### src/rtl/alu_element_vector_if.sv
// Operand/result bundle for one lane of the vector element ALU.
interface alu_element_vector_if #(
  parameter int ELEMENT_SIZE = 16
) ();
  logic [ELEMENT_SIZE-1:0] elementA;
  logic [ELEMENT_SIZE-1:0] elementB;
  logic [2:0]              sel;
  logic                    in_valid;
  logic [ELEMENT_SIZE-1:0] result;
  logic [ELEMENT_SIZE-1:0] result_q;
  logic                    out_valid;
  logic                    flag_zero;
  logic                    flag_neg;
  logic                    flag_carry;
  logic                    flag_ovf;

  modport master (
    output elementA, elementB, sel, in_valid,
    input  result, result_q, out_valid, flag_zero, flag_neg, flag_carry, flag_ovf
  );

  modport slave (
    input  elementA, elementB, sel, in_valid,
    output result, result_q, out_valid, flag_zero, flag_neg, flag_carry, flag_ovf
  );
endinterface

### src/rtl/alu_element_vector.sv
// Single-lane element ALU: combinational result plus registered result/flags.
// Define ALU_ELEM_MUL_EN to build the multiplier for sel 010; otherwise sel 010 yields 0.
module alu_element_vector #(
  parameter int ELEMENT_SIZE = 16
) (
  input logic               clk,
  input logic               rst_n,
  alu_element_vector_if.slave bus
);
  localparam int N = ELEMENT_SIZE;
  localparam logic [N-1:0] N_AMT = N'(N);

  logic [N-1:0]        a;
  logic [N-1:0]        b;
  logic [N:0]          add_full;
  logic [N:0]          sub_full;
  logic [N-1:0]        mul_res;
  logic signed [N-1:0] sra_res;
  logic                shift_big;
  logic [N-1:0]        alu_res;
  logic                carry_c;
  logic                ovf_c;

  logic [N-1:0] result_d,     result_q;
  logic         out_valid_d,  out_valid_q;
  logic         flag_zero_d,  flag_zero_q;
  logic         flag_neg_d,   flag_neg_q;
  logic         flag_carry_d, flag_carry_q;
  logic         flag_ovf_d,   flag_ovf_q;

  assign a = bus.elementA;
  assign b = bus.elementB;

  always_comb begin
    add_full  = {1'b0, a} + {1'b0, b};
    // Zero-extended subtract: the extra MSB is the unsigned borrow.
    sub_full  = {1'b0, a} - {1'b0, b};
`ifdef ALU_ELEM_MUL_EN
    mul_res   = a * b;
`else
    mul_res   = '0;
`endif
    // Full-width B is the shift amount; anything >= N saturates.
    shift_big = (b >= N_AMT);
    sra_res   = $signed(a) >>> b;

    alu_res = '0;
    carry_c = 1'b0;
    ovf_c   = 1'b0;
    unique case (bus.sel)
      3'b000: begin
        alu_res = add_full[N-1:0];
        carry_c = add_full[N];
        ovf_c   = (a[N-1] == b[N-1]) && (add_full[N-1] != a[N-1]);
      end
      3'b001: begin
        alu_res = sub_full[N-1:0];
        carry_c = sub_full[N];
        ovf_c   = (a[N-1] != b[N-1]) && (sub_full[N-1] != a[N-1]);
      end
      3'b010:  alu_res = mul_res;
      3'b011:  alu_res = shift_big ? {N{a[N-1]}} : sra_res;
      3'b100:  alu_res = shift_big ? '0 : (a >> b);
      3'b101:  alu_res = shift_big ? '0 : (a << b);
      3'b110:  alu_res = a & b;
      default: alu_res = a ^ b;
    endcase
  end

  always_comb begin
    out_valid_d  = bus.in_valid;
    result_d     = result_q;
    flag_zero_d  = flag_zero_q;
    flag_neg_d   = flag_neg_q;
    flag_carry_d = flag_carry_q;
    flag_ovf_d   = flag_ovf_q;
    if (bus.in_valid) begin
      result_d     = alu_res;
      flag_zero_d  = (alu_res == '0);
      flag_neg_d   = alu_res[N-1];
      flag_carry_d = carry_c;
      flag_ovf_d   = ovf_c;
    end
  end

  always_ff @(posedge clk or negedge rst_n) begin
    if (!rst_n) begin
      result_q     <= '0;
      out_valid_q  <= 1'b0;
      flag_zero_q  <= 1'b1;
      flag_neg_q   <= 1'b0;
      flag_carry_q <= 1'b0;
      flag_ovf_q   <= 1'b0;
    end else begin
      result_q     <= result_d;
      out_valid_q  <= out_valid_d;
      flag_zero_q  <= flag_zero_d;
      flag_neg_q   <= flag_neg_d;
      flag_carry_q <= flag_carry_d;
      flag_ovf_q   <= flag_ovf_d;
    end
  end

  assign bus.result     = alu_res;
  assign bus.result_q   = result_q;
  assign bus.out_valid  = out_valid_q;
  assign bus.flag_zero  = flag_zero_q;
  assign bus.flag_neg   = flag_neg_q;
  assign bus.flag_carry = flag_carry_q;
  assign bus.flag_ovf   = flag_ovf_q;
endmodule

### src/flat_wrapper.sv
// flat-port wrapper written by rule: the top's interface ports become plain ports
module alu_element_vector_flat 
#(
  parameter int ELEMENT_SIZE = 16
)
  (clk, rst_n, bus_elementA, bus_elementB, bus_sel, bus_in_valid, bus_result, bus_result_q, bus_out_valid, bus_flag_zero, bus_flag_neg, bus_flag_carry, bus_flag_ovf);
  alu_element_vector_if #(.ELEMENT_SIZE(ELEMENT_SIZE)) bus_i ();
  input logic clk;
  input logic rst_n;
  input wire logic [$bits(bus_i.elementA)-1:0] bus_elementA;
  input wire logic [$bits(bus_i.elementB)-1:0] bus_elementB;
  input wire logic [$bits(bus_i.sel)-1:0] bus_sel;
  input wire logic [$bits(bus_i.in_valid)-1:0] bus_in_valid;
  output wire logic [$bits(bus_i.result)-1:0] bus_result;
  output wire logic [$bits(bus_i.result_q)-1:0] bus_result_q;
  output wire logic [$bits(bus_i.out_valid)-1:0] bus_out_valid;
  output wire logic [$bits(bus_i.flag_zero)-1:0] bus_flag_zero;
  output wire logic [$bits(bus_i.flag_neg)-1:0] bus_flag_neg;
  output wire logic [$bits(bus_i.flag_carry)-1:0] bus_flag_carry;
  output wire logic [$bits(bus_i.flag_ovf)-1:0] bus_flag_ovf;
  assign bus_i.elementA = bus_elementA;
  assign bus_i.elementB = bus_elementB;
  assign bus_i.sel = bus_sel;
  assign bus_i.in_valid = bus_in_valid;
  assign bus_result = bus_i.result;
  assign bus_result_q = bus_i.result_q;
  assign bus_out_valid = bus_i.out_valid;
  assign bus_flag_zero = bus_i.flag_zero;
  assign bus_flag_neg = bus_i.flag_neg;
  assign bus_flag_carry = bus_i.flag_carry;
  assign bus_flag_ovf = bus_i.flag_ovf;
  alu_element_vector #(.ELEMENT_SIZE(ELEMENT_SIZE)) u_core (.clk(clk), .rst_n(rst_n), .bus(bus_i));
endmodule
### config.mk
export PLATFORM = sky130hd
export DESIGN_NAME = alu_element_vector_flat
export DESIGN_NICKNAME = d
export VERILOG_FILES = /design/src/rtl/alu_element_vector_if.sv /design/src/rtl/alu_element_vector.sv /design/src/flat_wrapper.sv
export SDC_FILE = /design/constraint.sdc
export NUM_CORES = 1
export LEC_CHECK = 0
export BUFFER_PORTS_ARGS = -buffer_cell sky130_fd_sc_hd__buf_2
export CORE_ASPECT_RATIO = 1.5
export CORE_UTILIZATION = 60
export DETAILED_ROUTE_END_ITERATION = 7
export GPL_TIMING_DRIVEN = 0
export PLACE_DENSITY = 0.8
export SYNTH_ARGS = -nofsm -noshare
export SYNTH_HDL_FRONTEND = slang
export SYNTH_SLANG_ARGS = --single-unit
export TNS_END_PERCENT = 50
### constraint.sdc
create_clock -name clk -period 7 [get_ports clk]
set_input_delay 1.75 -clock clk [delete_from_list [all_inputs] [get_ports clk]]
set_output_delay 1.75 -clock clk [all_outputs]
set_load 0.1 [all_outputs]
==> results.py, run 1 <==
metrics = {
    "sta": {
        "final-hold-violation-count": 0,
        "final_critical_path_setup_slack_ns": 0.0377,
        "grt_setup_unrepaired": "true",
        "post-route-period-util_pct": 99.5,
        "finalCriticalPeriod_ns": 6.96,
        "timing.final.setup_violations": 0,
        "slew_hr_pct": 10.9,
        "worst-slew-pin-transition_ns": 1.33,
        "worst_clock_skew_ns": 0,
        "achievable-frequency_mhz": 144,
        "final_number_of_max_transition_violations": 0,
    },
    "clock_tree": {
        "cts-buffers-inserted": 3,
        "cts_root_buf": "sky130_fd_sc_hd__clkbuf_16",
        "cts_sinks": 20,
        "cts_clock_pin_slew_for_the_worst_setup_and_hold_paths_ns": 0.05,
        "clk_lat_worst_skew_ns": 0.26,
        "tritoncts_clock_tree": "yes",
        "cts.htree.levels": 1,
        "clock_path_buffers": 2,
    },
    "placement": {
        "io_buffers": 74,
        "placed_cell_area_um2": 5940,
        "dp_cells": 869,
        "detailed_place_hpwl_mm": 18.3,
        "gpl.final_weighted_congestion": 1.12,
        "preCtsSetupSlack_ns": -0.590,
    },
    "routing": {
        "antenna_violating_nets_post_route": 0,
        "route.final.wire_length_mm": 24.4,
        "route.detailed.drc": 0,
        "post_drt_via_cell_ratio": 7.88,
        "routed-via-count": 6877,
        "drt_pass1_iterations": 7,
        "drt_iter0_markers": 1075,
        "wire_per_inst_um": 28.0,
    },
    "critical_path": {
        "cp_data_arrival_time_ns": 5.21,
        "max_fanout_on_critical_path": 12,
        "worstSetupPathType": "primary input to output pin",
        "slowest_delay_ns": 0.50,
        "worst_setup_path_end_kind": "output pin",
        "timing.critical_path.cells": "buf_2 -> inv_1 -> clkbuf_1 -> ha_1 -> clkbuf_2 -> nor2_1 -> o211ai_1 -> a31oi_2 -> a21boi_0 -> and2_1 -> o221a_2 -> a21oi_1 -> clkbuf_4",
        "worstPathRequired_ns": 5.25,
        "crit_path_start_kind": "primary input",
        "slowest_stage_cell_cp": "sky130_fd_sc_hd__a31oi_2",
    },
    "outcome": {
        "outcome": "completed",
    },
    "grt": {
        "global_route_wire_length_before_repair_mm": 38.3,
        "grt_usage_pct": 53.6,
        "grt-ovfl-total": 0,
        "antenna_found_initial": 1,
        "first_global_vias": 6670,
        "largest_net_degree_at_the_start_of_global_routing": 21,
    },
    "floorplanning": {
        "chipWidth_um": 79.7,
        "core_area_um2": 8830,
        "die_height_um": 118,
        "io_pins": 75,
        "starting_density_pct": 61.5,
        "floorplan.die_area_um2": 9440,
        "std_cell_rows": 42,
    },
    "synthesis": {
        "synth-edff-count": 0,
        "ys_seq_elements": 20,
        "synth.lib_cells_used.distinct": 88,
        "synth-seq-area-share_pct": 9.24,
        "syn-num-nets": 757,
        "post_synth.cell_area_avg_um2": 7.92,
        "synth_async_sr_flop_share_pct": 100,
        "mappedNetlistArea_um2": 5430,
        "syn_inst": 685,
        "yosys_warnings": 0,
        "synth_flop_cell": "sky130_fd_sc_hd__dfrtp_1",
    },
    "power": {
        "vdd_drop_max_uv": 341,
        "power.static_leakage_nw": 2.59,
        "post-layout-total-power_mw": 0.968,
        "p_per_area_nw_per_um2": 158,
    },
    "cells_and_area": {
        "final_net_count": 836,
        "final_core_util_pct": 69.3,
        "syn2layout_area_growth_pct": 12.7,
        "layout.cells.non_filler": 873,
        "drive_gt1_share_pct": 26.1,
        "final_cell_area_um2": 6120,
        "antenna-diode-count": 0,
        "fillerInstances": 732,
    },
    "worst_hold_path": {
        "holdCritPathClass": "register to register",
    },
    "flow_run": {
        "maxCapViolCount": 0,
    },
}
[through the flow]
| step | TNS, ns | hold WS [ns] |
|---|---|---|
| after floorplan | -0.120 | 0.732 |
| after global placement | -1.44 | 0.464 |
| after detailed placement | -1.54 | 0.471 |
| after CTS | 0 | 0.506 |
| after global routing | -0.00896 | 0.517 |
| final | 0 | 0.510 |
[layout by cell type (no fill, tap or decap), types with 10 or more instances in the layout]
master | netlist | routed
sky130_fd_sc_hd__nand4_1 | 10 | 10
sky130_fd_sc_hd__clkbuf_1 | 31 | 28
sky130_fd_sc_hd__buf_4 | 8 | 10
sky130_fd_sc_hd__nor4_1 | 15 | 13
sky130_fd_sc_hd__buf_2 | 13 | 83
sky130_fd_sc_hd__nor2_1 | 48 | 48
sky130_fd_sc_hd__nand3_1 | 19 | 19
sky130_fd_sc_hd__o21ai_0 | 41 | 40
sky130_fd_sc_hd__mux2_2 | 23 | 23
sky130_fd_sc_hd__a21oi_1 | 41 | 41
sky130_fd_sc_hd__nor3_1 | 21 | 21
sky130_fd_sc_hd__inv_1 | 39 | 38
sky130_fd_sc_hd__a211oi_1 | 10 | 10
sky130_fd_sc_hd__a31oi_1 | 17 | 16
sky130_fd_sc_hd__mux4_2 | 29 | 29
sky130_fd_sc_hd__nand2b_1 | 11 | 11
sky130_fd_sc_hd__ha_1 | 32 | 32
sky130_fd_sc_hd__mux2i_1 | 27 | 27
sky130_fd_sc_hd__dfrtp_1 | 19 | 19
sky130_fd_sc_hd__nand2_1 | 43 | 43
[critical path, delay by kind of cell]
family | cells | cell delay, ns
AO/OA/AOI/OAI | 5 | 1.43
adder cells (fa/ha/maj) | 1 | 0.42
buffers and inverters | 5 | 1.23
AND/OR/NAND/NOR | 2 | 0.36
[cells by family after synthesis]
group,share of synthesized area (%)
buffers and inverters,9.36
AOI/OAI and AO/OA,26.7
and+or+nand+nor,23.1
DFF,9.24
xor gates and xnor gates,1.45
muxes,22.1
adders and majority gates,8.11
[layout make-up]
cell class,count,area (um2),area share (%)
multi-input combinational,563,4470,73.0
sequential,20,502,8.20
timing repair buffer,76,397,6.48
buffer,60,354,5.79
inverter,40,154,2.52
tap,110,138,2.25
clock buffer,3,75.1,1.23
clock inverter,1,30.0,0.491
[metal layers]
| layer | global-route usage [%] | share of wire, % | vias up |
|---|---|---|---|
| li1 | - | - | 2803 |
| met2 | 81.6 | 45 | 693 |
| met3 | 21.5 | 13 | 257 |
| met4 | 45.9 | 12 | 2 |
| met1 | 55.9 | 30 | 3122 |
| met5 | 0 | 0.090 | - |
[repair_timing]
action                     CTS  global route
setup endpoints to repair    8             7
hold buffers                 0             0
setup buffers                1             1
gates resized for setup      4            10
[sequential cells by signal, indices dropped and copies added, names as in the netlist]
register	cells
u_core.bus.result_q	15
u_core.bus.flag_zero	1
u_core.bus.flag_neg	1
u_core.bus.out_valid	1
u_core.bus.flag_ovf	1
u_core.bus.flag_carry	1
[cell usage after synthesis (15+ instances only)]
master / number / area share (%)
sky130_fd_sc_hd__mux2i_1: 27 / 5.0
sky130_fd_sc_hd__inv_1: 39 / 2.7
sky130_fd_sc_hd__nand2_1: 43 / 3.0
sky130_fd_sc_hd__a31oi_1: 17 / 2.0
sky130_fd_sc_hd__o21ai_0: 41 / 3.8
sky130_fd_sc_hd__dfrtp_1: 19 / 8.8
sky130_fd_sc_hd__a21oi_1: 41 / 3.8
sky130_fd_sc_hd__nand3_1: 19 / 1.8
sky130_fd_sc_hd__nor3_1: 21 / 1.9
sky130_fd_sc_hd__ha_1: 32 / 7.4
sky130_fd_sc_hd__nor2_1: 48 / 3.3
sky130_fd_sc_hd__mux2_2: 23 / 4.8
sky130_fd_sc_hd__clkbuf_1: 31 / 2.1
sky130_fd_sc_hd__mux4_2: 29 / 12
sky130_fd_sc_hd__nor4_1: 15 / 1.7
[final timing paths]
path / from / end / slack (ns) / cells after the start
worst min-delay path: u_core.bus.result_q[7] / u_core.bus.result_q[7] / 0.51 / 1
worst max-delay path: bus_elementB[3] / bus_result[11] / 0.04 / 13
max in group asynchronous: rst_n / u_core.bus.flag_zero / 5.23 / 1
worst min register to register: u_core.bus.result_q[7] / u_core.bus.result_q[7] / 0.51 / 1
worst max register to register: u_core.bus.result_q[12] / u_core.bus.result_q[12] / 6.21 / 1
min in group asynchronous: rst_n / u_core.bus.result_q[7] / 1.43 / 1
[power breakdown]
part	switching [mW]	internal [mW]
Sequential	0.00986	0.132
Combinational	0.487	0.181
Clock	0.0445	0.114
Total	0.542	0.427
Power figures use the tool's default switching activity.
==> run 2, diff against run 1 <==
--- a/config.mk
+++ b/config.mk
@@ -10,7 +10,7 @@
 export CORE_UTILIZATION = 60
 export DETAILED_ROUTE_END_ITERATION = 7
 export GPL_TIMING_DRIVEN = 0
-export PLACE_DENSITY = 0.8
+export PLACE_DENSITY = 0.83
 export SYNTH_ARGS = -nofsm -noshare
 export SYNTH_HDL_FRONTEND = slang
 export SYNTH_SLANG_ARGS = --single-unit
==> constraint.sdc (replaced) <==
create_clock -name clk -period 7 [get_ports clk]
set_input_delay 1.75 -clock clk [delete_from_list [all_inputs] [get_ports clk]]
set_output_delay 1.75 -clock clk [all_outputs]
set_load 0.02 [all_outputs]
==> run 2 against run 1 <==
Net effect: clock skew unchanged; flip-flop and latch count unchanged; cell area decreased by 0.51%; via count increased by 0.70%; sequential share of layout area about the same; hold slack got worse by 0.022 ns; global-route usage increased by 1.4 points; critical path depth unchanged; clock-buffer cell count increased by 1; fmax increased by 0.68%; register-to-register slack about the same; highest routed layer is now met4.
==> results.py, run 2 (synthesis gave the netlist of run 1 again) <==
metrics = {
    "flow_run": {
        "maxCapViolCount": 0,
    },
    "floorplanning": {
        "floorplan.die_area_um2": 9440,
        "die_height_um": 118,
        "starting_density_pct": 61.5,
        "chipWidth_um": 79.7,
        "io_pins": 75,
        "core_area_um2": 8830,
        "std_cell_rows": 42,
    },
    "clock_tree": {
        "cts_clock_pin_slew_for_the_worst_setup_and_hold_paths_ns": 0.05,
        "tritoncts_clock_tree": "yes",
        "cts_root_buf": "sky130_fd_sc_hd__clkbuf_16",
        "cts.htree.levels": 1,
        "cts_sinks": 20,
        "clock_path_buffers": 2,
        "cts-buffers-inserted": 3,
        "clk_lat_worst_skew_ns": 0.26,
    },
    "sta": {
        "final-hold-violation-count": 0,
        "grt_setup_unrepaired": "true",
        "timing.final.setup_violations": 0,
        "worst-slew-pin-transition_ns": 1.37,
        "achievable-frequency_mhz": 145,
        "final_number_of_max_transition_violations": 0,
        "worst_clock_skew_ns": 0,
        "finalCriticalPeriod_ns": 6.92,
        "slew_hr_pct": 8.47,
        "totalNegativeSetupSlack_ns": 0,
        "post-route-period-util_pct": 98.8,
    },
    "worst_hold_path": {
        "holdCritPathClass": "register to register",
        "hold_path_depth": 1,
        "hold_path_end": "u_core.bus.result_q[3]",
        "hold_path_startpoint": "u_core.bus.result_q[3]",
    },
    "critical_path": {
        "worstSetupPathType": "primary input to output pin",
        "max_fanout_on_critical_path": 10,
        "beginning_of_the_worst_register_to_register_path": "u_core.bus.flag_zero",
        "ff2ff_setup_slack_ns": 6.21,
        "reg2reg_to": "u_core.bus.flag_zero",
        "ff_to_ff_path_depth": 2,
        "worstPathRequired_ns": 5.25,
        "startpoint": "bus_elementB[2]",
        "cp_data_arrival_time_ns": 5.17,
        "crit_path_start_kind": "primary input",
        "worst_setup_path_end_kind": "output pin",
    },
    "cells_and_area": {
        "syn2layout_area_growth_pct": 12.1,
        "final_net_count": 838,
        "drive_gt1_share_pct": 25.9,
        "final_core_util_pct": 68.9,
        "antenna-diode-count": 0,
        "final_common_cell": "sky130_fd_sc_hd__buf_2",
        "largest_register_ff_count": 15,
        "most-common-layout-cells": "sky130_fd_sc_hd__buf_2 (87), sky130_fd_sc_hd__nor2_1 (48), sky130_fd_sc_hd__nand2_1 (43)",
        "regMostFlops": "u_core.bus.result_q",
    },
    "routing": {
        "antenna_violating_nets_post_route": 0,
        "route.detailed.drc": 0,
        "routed-via-count": 6925,
        "wire_per_inst_um": 28.3,
        "post_drt_via_cell_ratio": 7.91,
        "drt_iter0_markers": 1109,
        "route.final.wire_length_mm": 24.8,
        "drt_pass1_iterations": 8,
    },
    "grt": {
        "antenna_found_initial": 1,
        "global_route_wire_length_before_repair_mm": 39.0,
        "grt-ovfl-total": 0,
        "largest_net_degree_at_the_start_of_global_routing": 21,
        "grt_usage_pct": 54.9,
        "first_global_vias": 6862,
    },
    "placement": {
        "gpl.final_weighted_congestion": 1.13,
        "io_buffers": 74,
        "detailed_place_hpwl_mm": 18.4,
    },
    "power": {
        "post-layout-total-power_mw": 0.759,
        "p_per_area_nw_per_um2": 125,
        "power.static_leakage_nw": 2.58,
        "vdd_drop_max_uv": 231,
    },
    "outcome": {
        "outcome": "completed",
    },
}
-- run 2: what timing repair did --
action	in CTS	in global routing
setup buffers	0	3
pin swaps	0	1
gates resized for setup	0	9
hold buffers	0	0
endpoints found under the setup margin	5	5
-- run 2: metrics by stage --
step / area [um2] / cells / hold slack (ns) / setup WS (ns)
floorplan: 5430 / 685 / 0.531 / 0.667
global placement: 5940 / 869 / 0.460 / -0.288
detailed placement: 5950 / 870 / 0.467 / -0.340
CTS: 6030 / 872 / 0.481 / -0.113
global route: 6090 / 875 / 0.516 / -0.0202
finish: 6090 / 875 / 0.488 / 0.0846
-- run 2: how the worst max path moves through the flow --
stage	slack (ns)	endpoint	cells after the start
final	0.08	bus_result[14]	13
after CTS	-0.11	bus_result[14]	13
after global routing	-0.02	bus_result[14]	13
after floorplan	0.67	bus_result[14]	12
after global placement	-0.29	bus_result[14]	14
after detailed placement	-0.34	bus_result[14]	14
-- run 2: layout make-up --
type                    instances  area [um2]
clock buffers                   4        88.8
plain buffers                  60         352
repair buffers                 78         403
multi-input cells             563        4450
flip-flops and latches         20         502
inverters                      40         154
fillers                       731        2740
well taps                     110         138
-- run 2: critical path, cell delays in order --
cell,delay (ns)
sky130_fd_sc_hd__buf_2,0.09
sky130_fd_sc_hd__buf_2,0.28
sky130_fd_sc_hd__clkinvlp_4,0.23
sky130_fd_sc_hd__ha_1,0.32
sky130_fd_sc_hd__clkbuf_1,0.20
sky130_fd_sc_hd__nand2b_1,0.22
sky130_fd_sc_hd__a221oi_2,0.35
sky130_fd_sc_hd__o21bai_2,0.21
sky130_fd_sc_hd__a211o_1,0.35
sky130_fd_sc_hd__a221o_1,0.35
sky130_fd_sc_hd__a2111o_1,0.37
sky130_fd_sc_hd__o211ai_1,0.19
sky130_fd_sc_hd__buf_2,0.25
-- run 2: report_power, final --
part	internal, mW	switching [mW]
Sequential	0.132	0.00881
Combinational	0.180	0.310
Clock	0.0872	0.0425
-- run 2: per-layer routing --
metal	track usage (%)	vias to the layer above	share of wire, %
li1	-	2814	-
met1	56.9	3157	31
met2	83.8	690	44
met3	24.0	264	13
met4	45.2	0	11
met5	0	-	0
==> run 3, diff against run 2 <==
--- a/config.mk
+++ b/config.mk
@@ -6,7 +6,8 @@
 export NUM_CORES = 1
 export LEC_CHECK = 0
 export BUFFER_PORTS_ARGS = -buffer_cell sky130_fd_sc_hd__buf_2
-export CORE_ASPECT_RATIO = 1.5
+export CORE_ASPECT_RATIO = 0.8
+export CORE_MARGIN = 2
 export CORE_UTILIZATION = 60
 export DETAILED_ROUTE_END_ITERATION = 7
 export GPL_TIMING_DRIVEN = 0
==> run 3 against run 2 <==
Net effect: the flow now finishes with violations (DRC); non-clock buffer count shrank 2; wire length fell by 7.5%; flip-flop and latch count did not move; largest cell class unchanged; largest power group unchanged.
==> results.py, run 3 (synthesis gave the netlist of run 1 again) <==
metrics = {
    "clock_tree": {
        "cts_sinks": 20,
        "cts.htree.levels": 1,
        "cts-buffers-inserted": 3,
        "cts_root_buf": "sky130_fd_sc_hd__clkbuf_16",
        "cts_clock_pin_slew_for_the_worst_setup_and_hold_paths_ns": 0.06,
        "tritoncts_clock_tree": "yes",
        "clock_path_buffers": 2,
        "clk_lat_worst_skew_ns": 0.26,
    },
    "sta": {
        "totalNegativeSetupSlack_ns": 0,
        "achievable-frequency_mhz": 144,
        "worst-slew-pin-transition_ns": 1.14,
        "final_number_of_max_transition_violations": 0,
        "grt_setup_unrepaired": "false",
        "slew_hr_pct": 23.5,
        "finalCriticalPeriod_ns": 6.92,
        "post-route-period-util_pct": 98.9,
        "timing.final.setup_violations": 0,
        "final-hold-violation-count": 0,
        "worst_clock_skew_ns": 0,
    },
    "cells_and_area": {
        "drive_gt1_share_pct": 25.4,
        "syn2layout_area_growth_pct": 11.7,
        "largest_register_ff_count": 15,
        "final_net_count": 836,
        "fillerInstances": 731,
        "antenna-diode-count": 0,
        "final_common_cell": "sky130_fd_sc_hd__buf_2",
        "regMostFlops": "u_core.bus.result_q",
        "most-common-layout-cells": "sky130_fd_sc_hd__buf_2 (87), sky130_fd_sc_hd__nor2_1 (48), sky130_fd_sc_hd__nand2_1 (43)",
    },
    "critical_path": {
        "ff2ff_setup_slack_ns": 6.22,
        "beginning_of_the_worst_register_to_register_path": "u_core.bus.flag_neg",
        "worstPathRequired_ns": 5.25,
        "reg2reg_to": "u_core.bus.flag_neg",
        "cp_data_arrival_time_ns": 5.17,
        "worst_setup_path_end_kind": "output pin",
        "ff_to_ff_path_depth": 1,
        "max_fanout_on_critical_path": 12,
        "worstSetupPathType": "primary input to output pin",
        "crit_path_start_kind": "primary input",
    },
    "floorplanning": {
        "die_height_um": 89.1,
        "floorplan.die_area_um2": 9830,
        "io_pins": 75,
        "std_cell_rows": 31,
        "core_area_um2": 8920,
        "chipWidth_um": 110,
        "starting_density_pct": 60.8,
    },
    "grt": {
        "antenna_found_initial": 0,
        "first_global_vias": 5929,
        "largest_net_degree_at_the_start_of_global_routing": 21,
        "grt_usage_pct": 46.2,
        "grt-ovfl-total": 0,
        "global_route_wire_length_before_repair_mm": 34.0,
    },
    "routing": {
        "route.detailed.drc": 15,
        "route.final.wire_length_mm": 22.9,
        "routed-via-count": 6661,
        "drt_pass1_iterations": 8,
        "post_drt_via_cell_ratio": 7.59,
        "drt_iter0_markers": 1214,
        "antenna_violating_nets_post_route": 0,
        "wire_per_inst_um": 26.1,
    },
    "placement": {
        "detailed_place_hpwl_mm": 17.8,
        "io_buffers": 74,
        "gpl.final_weighted_congestion": 1.19,
    },
    "worst_hold_path": {
        "hold_path_startpoint": "u_core.bus.result_q[3]",
        "hold_path_end": "u_core.bus.result_q[3]",
        "holdCritPathClass": "register to register",
        "hold_path_depth": 1,
    },
    "power": {
        "power.static_leakage_nw": 2.58,
        "post-layout-total-power_mw": 0.754,
        "vdd_drop_max_uv": 92.1,
        "p_per_area_nw_per_um2": 124,
    },
    "outcome": {
        "outcome": "finished, violations left",
        "violations": "DRC",
    },
    "flow_run": {
        "maxCapViolCount": 0,
    },
}
## run 3: cell count changes in the layout (fill, tap and decap cells not counted), sizes merged
cell,previous run,this run
clkbuf,38,39
clkdlybuf4s18,1,0
buf,102,100
## run 3: layout make-up
cell class,count,area (um2),area share [%]
repair buffers,76,383,6.32
inverters,40,154,2.54
clock buffers,4,88.8,1.47
multi-input cells,563,4440,73.2
flip-flops and latches,20,502,8.28
well taps,115,144,2.37
plain buffers,60,352,5.80
## run 3: layer usage
| metal | vias up | part of all wire, % | global-route usage (%) |
|---|---|---|---|
| li1 | 2803 | - | - |
| met1 | 3107 | 39 | 64.7 |
| met2 | 629 | 38 | 62.4 |
| met3 | 122 | 18 | 21.7 |
| met4 | 0 | 5.0 | 14.4 |
| met5 | - | 0 | 0 |
## run 3: how the worst max path moves through the flow
stage,end,slack (ns),from
after global placement,bus_result[14],-0.22,bus_elementB[2]
after detailed placement,bus_result[14],-0.30,bus_elementB[2]
after global routing,bus_result[11],0.003,bus_elementB[3]
after floorplan,bus_result[14],0.67,bus_elementB[2]
after CTS,bus_result[14],-0.01,bus_elementB[2]
final,bus_result[13],0.08,bus_elementB[3]
## run 3: power by group
group / internal, mW / switching (mW)
Combinational: 0.179 / 0.303
Clock: 0.0874 / 0.0467
Sequential: 0.131 / 0.00787
Total: 0.397 / 0.357
## run 3: repair_timing
item	4_1_cts	5_1_grt
resized for setup	1	6
hold buffers	0	0
buffers inserted	0	1
setup endpoints to repair	4	5
gates cloned	0	0
endpoints found under the hold margin	0	0
## run 3: stage by stage
step / cell area (um2) / cells / setup WS, ns / hold slack (ns) / util [%]
2_1_floorplan: 5430 / 685 / 0.667 / 0.531 / -
3_3_place_gp: 5940 / 874 / -0.224 / 0.460 / 66.6
3_5_place_dp: 5940 / 874 / -0.304 / 0.472 / 66.6
4_1_cts: 6030 / 876 / -0.0141 / 0.484 / 67.6
5_1_grt: 6060 / 878 / 0.00338 / 0.516 / 68.0
6_report: 6060 / 878 / 0.0774 / 0.481 / 68.0
## run 3: critical path: stages
cell                       delay, ns
sky130_fd_sc_hd__buf_2          0.20
sky130_fd_sc_hd__inv_1          0.11
sky130_fd_sc_hd__clkbuf_1       0.42
sky130_fd_sc_hd__ha_1           0.35
sky130_fd_sc_hd__clkbuf_2       0.21
sky130_fd_sc_hd__nor2_1         0.13
sky130_fd_sc_hd__o211ai_1       0.13
sky130_fd_sc_hd__a31oi_1        0.58
sky130_fd_sc_hd__a21boi_0       0.31
sky130_fd_sc_hd__o21ai_0        0.34
sky130_fd_sc_hd__a41o_1         0.21
sky130_fd_sc_hd__a21boi_2       0.20
sky130_fd_sc_hd__inv_1          0.07
sky130_fd_sc_hd__buf_2          0.16
